--- src/rtl/sobel_pkg.sv ---
// Shared types and sizes for the Sobel front end: pixel width, window size
// and the window generator's state encoding.
package sobel_pkg;

    localparam int PIXEL_W  = 8;
    localparam int WIN_SIZE = 9;

    typedef logic [PIXEL_W-1:0] pixel_t;

    typedef enum logic [1:0] {
        IDLE   = 2'd0,
        FILL   = 2'd1,
        ACTIVE = 2'd2
    } state_t;

endpackage

--- src/rtl/line_buffer.sv ---
// One image row of delay: dout is the pixel that entered DEPTH enabled
// shifts ago, i.e. the pixel directly above the one currently arriving.
module line_buffer
    import sobel_pkg::*;
#(
    parameter int DEPTH = 64
) (
    input  logic   clk,
    input  logic   en,
    input  pixel_t din,
    output pixel_t dout
);

    // Pixel data only; contents are meaningless until a full row has passed.
    pixel_t taps_q [0:DEPTH-1];

    always_ff @(posedge clk) begin
        if (en) begin
            taps_q[0] <= din;
            for (int i = 1; i < DEPTH; i++) begin
                taps_q[i] <= taps_q[i-1];
            end
        end
    end

    assign dout = taps_q[DEPTH-1];

endmodule

--- src/rtl/window_generator.sv ---
// Builds 3x3 raster windows for the Sobel wrapper from a pixel stream.
//   state  | meaning
//   IDLE   | waiting for a pixel qualified by sof
//   FILL   | rows 0..1 of a frame, line buffers filling
//   ACTIVE | row 2 onward, windows emitted for columns >= 2
module window_generator
    import sobel_pkg::*;
#(
    parameter int IMG_WIDTH  = 64,
    parameter int IMG_HEIGHT = 64
) (
    input  logic               clk,
    input  logic               rst,
    input  logic               sof,
    input  logic               pixel_valid,
    input  logic [PIXEL_W-1:0] pixel_in,
    output logic [PIXEL_W-1:0] windowBuffer [0:WIN_SIZE-1],
    output logic               start_calculations,
    output logic               frame_done,
    output logic               busy
);

    localparam int CW = $clog2(IMG_WIDTH);
    localparam int RW = $clog2(IMG_HEIGHT);
    localparam logic [CW-1:0] COL_LAST = CW'(IMG_WIDTH - 1);
    localparam logic [RW-1:0] ROW_LAST = RW'(IMG_HEIGHT - 1);
    localparam logic [CW-1:0] COL_TWO  = CW'(2);
    localparam logic [RW-1:0] ROW_TWO  = RW'(2);

    state_t        state_q, state_d;
    logic [CW-1:0] col_q, col_d, cur_col;
    logic [RW-1:0] row_q, row_d, cur_row;
    pixel_t        sr_q  [0:WIN_SIZE-1];
    pixel_t        sr_d  [0:WIN_SIZE-1];
    pixel_t        win_q [0:WIN_SIZE-1];
    logic          start_q, done_q;
    logic          restart, accept, emit, last;
    pixel_t        lb1_out, lb2_out;

    line_buffer #(.DEPTH(IMG_WIDTH)) u_lb_r1 (
        .clk  (clk),
        .en   (accept & ~rst),
        .din  (pixel_in),
        .dout (lb1_out)
    );

    line_buffer #(.DEPTH(IMG_WIDTH)) u_lb_r2 (
        .clk  (clk),
        .en   (accept & ~rst),
        .din  (lb1_out),
        .dout (lb2_out)
    );

    // Counters point at the next expected pixel; sof forces the position to (0,0).
    always_comb begin
        restart = pixel_valid & sof;
        accept  = pixel_valid & (restart | (state_q != IDLE));
        cur_col = restart ? '0 : col_q;
        cur_row = restart ? '0 : row_q;
        last    = (cur_col == COL_LAST) && (cur_row == ROW_LAST);
        emit    = accept && (cur_col >= COL_TWO) && (cur_row >= ROW_TWO);

        state_d = state_q;
        col_d   = col_q;
        row_d   = row_q;
        if (accept) begin
            if (cur_col == COL_LAST) begin
                col_d = '0;
                row_d = cur_row + 1'b1;
            end else begin
                col_d = cur_col + 1'b1;
                row_d = cur_row;
            end
            if (last) begin
                state_d = IDLE;
                row_d   = '0;
            end else if (restart) begin
                state_d = FILL;
            end else if (state_q == FILL && cur_row == ROW_TWO && cur_col == '0) begin
                state_d = ACTIVE;
            end
        end
    end

    always_comb begin
        sr_d = sr_q;
        if (accept) begin
            for (int i = 0; i < 3; i++) begin
                sr_d[3*i]   = sr_q[3*i+1];
                sr_d[3*i+1] = sr_q[3*i+2];
            end
            sr_d[2] = lb2_out;
            sr_d[5] = lb1_out;
            sr_d[8] = pixel_in;
        end
    end

    always_ff @(posedge clk) begin
        if (rst) begin
            state_q <= IDLE;
            col_q   <= '0;
            row_q   <= '0;
            start_q <= 1'b0;
            done_q  <= 1'b0;
            for (int k = 0; k < WIN_SIZE; k++) begin
                sr_q[k]  <= '0;
                win_q[k] <= '0;
            end
        end else begin
            state_q <= state_d;
            col_q   <= col_d;
            row_q   <= row_d;
            start_q <= emit;
            done_q  <= accept & last;
            sr_q    <= sr_d;
            // The output copy only moves on emitted windows so it holds between pulses.
            if (emit) begin
                win_q <= sr_d;
            end
        end
    end

    assign windowBuffer       = win_q;
    assign start_calculations = start_q;
    assign frame_done         = done_q;
    assign busy               = (state_q != IDLE);

endmodule
--- config.mk ---
export PLATFORM = sky130hd
export DESIGN_NAME = window_generator
export DESIGN_NICKNAME = d
export VERILOG_FILES = /design/src/rtl/sobel_pkg.sv /design/src/rtl/line_buffer.sv /design/src/rtl/window_generator.sv
export SDC_FILE = /design/constraint.sdc
export NUM_CORES = 1
export LEC_CHECK = 0
export CORE_UTILIZATION = 45
export DETAILED_ROUTE_END_ITERATION = 7
export GPL_TIMING_DRIVEN = 0
export PLACE_DENSITY = 0.61
export SLEW_MARGIN = 20
export SYNTH_ARGS = -nofsm -noshare
export SYNTH_HDL_FRONTEND = slang
export SYNTH_SLANG_ARGS = --single-unit
--- constraint.sdc ---
create_clock -name clk -period 62.6 [get_ports clk]
set_input_delay 9.39 -clock clk [delete_from_list [all_inputs] [get_ports clk]]
set_output_delay 9.39 -clock clk [all_outputs]
set_load 0.01 [all_outputs]
---- Yosys cells after proc, flatten, opt, wreduce, memory -nomap -nowiden ----
Memory sizes are Yosys's and may differ from the RTL's.
Index checks and enable logic that the tools add are counted.
operators by class
  add/subtract/negate cells ............... 2
  $lt $le $gt $ge ......................... 2
  equality and inequality tests ........... 4
  muxes and demuxes ....................... 11
  bitwise gates (word level) .............. 6
  reduce and logical (&&, ||, !) cells .... 9
operators with widths
  operator                                                               number
  72-bit 2-to-1 mux                                                      1
  6-bit 2-to-1 mux                                                       5
  6-bit by 1-bit adder with 6-bit output, second input constant          2
  6-bit == test, second input constant                                   2
  6-bit by 2-bit >= comparator with 1-bit output, second input constant  2
  6-bit by 2-bit == test with 1-bit output, second input constant        1
  6-bit zero test                                                        1
  2-bit 2-to-1 mux                                                       3
  1-bit logical AND                                                      5
  1-bit AND                                                              4
  3-bit nonzero test                                                     1
  2-bit by 1-bit == test with 1-bit output, second input constant        1
  1-bit 2-to-1 mux                                                       2
  2-bit AND reduction                                                    1
  2-bit nonzero test                                                     1
  1-bit NOT                                                              1
  1-bit OR                                                               1
storage, ports and cells
  bits in registers ....................... 160
  bits in writable memories ............... 1024
  output and inout bits ................... 75
  word-level logic and storage cells ...... 59
  memories ................................ 2
memories
  name            words  bits a word  rd ports  clocked after memory_dff  wr ports  line               text
  u_lb_r1.taps_q  64     8            64        0                         64        line_buffer.sv:15  pixel_t taps_q [0:DEPTH-1];
  u_lb_r2.taps_q  64     8            64        0                         64        line_buffer.sv:15

---- Logic depth before layout (Yosys ltp) ----
  depth after elaboration ................. 8
  gate-level depth with buffers ........... 10
  mapped depth without buffers ............ 8

---- By module ----
From an unflattened synthesis, not the netlist that was laid out.
second synthesis, totals
  cells, all modules ...................... 1707
  area, all modules ....................... 37144.4 µm²
modules (own cells, without submodules)
  module            instances  cells each  area each (µm²)  seq. area each (µm²)
  line_buffer       2          520         15434.8          15374.7
  window_generator  1          667         6274.8           3203.1

---- Least setup slack after synthesis ----
OpenSTA, ideal clock, no wires.
  path kind ............................... input -> register
  start point ............................. input port rst
  end point ............................... memory u_lb_r1.taps_q[0][0] (netlist name) (enable)
  setup time .............................. 2.449 ns
  arrival time ............................ 52.361 ns
  data required time ...................... 60.151 ns
  slack ................................... 7.790 ns
  stages .................................. 4
  buffers on the path ..................... 3
  cells stage by stage .................... clkbuf_1 > clkbuf_1 > clkbuf_1 > nor2_1
RTL lines
  item         line                    text
  from (decl)  window_generator.sv:13  input logic rst,
  to (decl)    line_buffer.sv:15

==> impl_metrics.toml <==
[status]
status = "completed"

[worst_setup_path]
max_stage_delay_ps = 670
ff2ff_path_depth = 12
crit_top_cell = "buf_16"
worstPathArrival_ps = 13450
crit_chain = "clkdlybuf4s50_1, o31ai_2, buf_2, clkbuf_1, nor2_4, buf_16, buf_12, buf_16, buf_16, buf_16, buf_16, buf_12, buf_12"
r2r_start = "state_q[1]$_SDFFE_PP0P_"
r2r_setup_slack_ps = 58450
cp.required_ps = 63000
cp_num_buf_inv = 11
cp_slowest_cell = "o31ai_2"
critPathKind = "in -> reg"
crit_path_end_kind = "register"
path_delay_family = "buffers and inverters"
critPathLaunchType = "primary input"
r2r_end = "u_lb_r1.taps_q[0][218]$_DFFE_PP_"
crit_fanout = 32

[logic_synthesis]
ys_top_cells_by_area = "edfxtp_1 83%, dfxtp_1 8.7%, nand2_1 1.6%"
synth_area_sq_um = 37020
ys_warn_count = 0
ys_ff_latch = 1184
ys_seq_area_frac = 0.9170
synthesis.nets = 1707
ys.flop_type = "edfxtp_1"
synth_top_area_frac = 0.8305
synthArstFlopShare = 0
synthesis.instances = 1691
yosysTopAreaCell = "edfxtp_1"
avgSynthCellArea_sq_um = 21.89
synth.distinct_cells = 43
synth_edf_count = 1024

[cells_and_area]
finalNetCount = 1939
drive_above_1_share = 0.1392
n_antenna_cell = 0
syn_to_final_growth_pct = 17.66
layout.cells.non_filler = 3071
fill_cells = 6136

[placed_design]
post-dp-hpwl_microns = 29300
gp_congestion = 0.7525
placed_cells = 2876
io_buffer_count = 85

[drt]
wl_per_cell_microns = 17.25
drc = 0
via_per_inst = 4.838
antenna_left = 0
dr.pass1.iters = 5
drt_iter0_drc = 931
wirelength_microns = 52980
vias = 14860

[clock_tree]
postCtsHoldBufs = 0
cts_tree = "done"
cts_sinks = 1184
cts_buffers = 105
postCtsSetupRepairBufs = 0
cts.path.max_buffers = 3
ctsResizeCount = 0
root_buffer = "clkbuf_16"
clk_pin_slew_ps = 60
htreeDepth = 3
clock_latency_ps = 660

[sta]
period_needed_ps = 13050
fin_crit_sh = 0.2084
finalHoldViolations = 0
maxSlewHeadroom = 0.4298
worst_clock_skew_ps = 21.95
tns_ps = 0
rsz0062_at_grt = "false"
finalMaxSlewViolations = 0
worstMarginPinSlew_ps = 855.4
whs_ps = 401.6
fmax_mhz = 76.65
setup_viol = 0

[floorplan]
start_util = 0.4574
rows = 104
chipWidth_microns = 288.8
die-area_sq_um = 83430
core_area_sq_um = 80940
ios = 87
die_h_microns = 288.8

[global_routing]
grt_max_degree = 33
grt_first_pass_wirelength_microns = 84510
globalRouteOverflowTotal = 0
grt_pass1_vias = 14810
antenna_found_initial = 1
grt_use_total = 0.1298

[min_path]
hold-path-cell-count = 0
hold_start = "u_lb_r2.taps_q[1][5]$_DFFE_PP_"
hold_end = "u_lb_r2.taps_q[1][13]$_DFFE_PP_"
holdCritPathClass = "reg -> reg"

[pwr]
ir_drop_mv = 0.02193
powerDensity_nw_per_um2 = 35.58
p_leak_nw = 14.29

[flow_run]
drv_cap = 0
[where the power goes]
part | switching [mW] | leakage, nW | internal [mW] | total, mW
clock network | 0.271 | 1.68 | 0.359 | 0.630
logic | 0.0214 | 1.86 | 0.00886 | 0.0303
registers | 0.00727 | 10.7 | 0.882 | 0.890
total | 0.299 | 14.3 | 1.25 | 1.55
[cell families (layout without fill, tap and decap cells)]
group / Yosys count / after routing / synth area share
DFF: 1184 / 1184 / 0.9170
and+or+nand+nor: 275 / 275 / 0.03505
AOI/OAI and AO/OA: 101 / 101 / 0.01578
muxes: 72 / 72 / 0.02281
buffers and inverters: 52 / 372 / 0.007266
adders and majority gates: 4 / 4 / 0.001352
xor gates and xnor gates: 3 / 3 / 0.0007098
[Yosys cell counts (all sizes together), types with 2 or more instances]
library cell,count
a211oi,2
a21oi,79
a311oi,2
a31oi,4
a41oi,2
and2,5
buf,20
clkbuf,28
dfxtp,160
edfxtp,1024
ha,4
inv,4
mux2,72
nand2,157
nand3,6
nand4,5
nor2,12
nor2b,73
nor3,6
nor4,2
o2111ai,2
o21ai,3
or4b,2
xnor2,3
[metrics by stage]
| stage | power, mW | cell area, sq um | utilization | setup WS [ps] |
|---|---|---|---|---|
| final | 1.550 | 43560 | 0.5382 | 49550 |
| after floorplan | 0.9665 | 37020 | - | 7790 |
| after CTS | 1.572 | 43560 | 0.5382 | 49540 |
| after detailed placement | 0.9371 | 40150 | 0.4961 | 48830 |
| after global routing | 1.605 | 43560 | 0.5382 | 49380 |
| after global placement | 0.9903 | 39200 | 0.4843 | -4848 |
[cell usage in the layout, fill, tap and decap left out, types with 4 or more instances in the layout]
master,instances
edfxtp_1,1024
dfxtp_1,160
nand2_1,157
clkbuf_16,108
clkdlybuf4s50_1,85
a21oi_1,79
nor2b_1,73
clkbuf_1,53
mux2_2,52
clkinv_2,25
buf_12,21
buf_16,19
clkinv_1,16
buf_2,11
nor2_1,11
mux2_1,11
mux2_4,9
bufinv_16,9
buf_6,7
nor3_1,6
nand3_1,6
and2_1,5
nand4_1,5
inv_1,4
a31oi_1,4
ha_1,4
clkbuf_8,4
[flip-flops by register name, summed over array words and instances, names as in the netlist]
| name | count |
|---|---|
| frame_done | 1 |
| state_q | 2 |
| col_q | 6 |
| row_q | 6 |
| windowBuffer | 72 |
| u_lb_r2.taps_q | 512 |
| u_lb_r1.taps_q | 512 |
| start_calculations | 1 |
| sr_q | 72 |
[metal layers]
layer / wire (microns) / GRT usage / vias up
met5: 0 / 0 / -
met2: 22160 / 0.1772 / 310
met4: 1399 / 0.04237 / 0
met3: 3093 / 0.03583 / 114
li1: - / - / 6926
met1: 26330 / 0.2006 / 7509
[worst reg2reg max path, stage by stage (launching register included)]
cell and delay (ps):
dfxtp_1 340, o31ai_2 700, buf_2 480, clkbuf_1 560
nor2_4 270, buf_16 250, buf_12 180, buf_16 190
buf_16 190, buf_16 190, buf_16 180, buf_12 190
buf_12 190
[worst max-delay path by stage]
stage / start / endpoint / slack (ps) / cells after the start
6_report: sof / u_lb_r1.taps_q[0][218]$_DFFE_PP_ / 49550 / 13
5_1_grt: sof / u_lb_r1.taps_q[0][149]$_DFFE_PP_ / 49380 / 13
4_1_cts: sof / u_lb_r1.taps_q[0][138]$_DFFE_PP_ / 49540 / 13
3_5_place_dp: sof / u_lb_r1.taps_q[0][146]$_DFFE_PP_ / 48830 / 13
3_3_place_gp: pixel_valid / u_lb_r1.taps_q[0][138]$_DFFE_PP_ / -4850 / 5
2_1_floorplan: rst / u_lb_r1.taps_q[0][0]$_DFFE_PP_ / 7790 / 4
[layout make-up]
type                       count  area [sq um]  area share
clock buffer                 137          2851     0.06546
clock inverter                58         559.3     0.01284
tap                         1060          1326     0.03044
multi-input combinational    455          2810     0.06451
timing repair buffer         125          1794     0.04119
buffer                        48         254.0    0.005830
sequential                  1184         33950      0.7794
inverter                       4         15.01   0.0003447
Note: power is estimated with default switching activity, not from simulation.
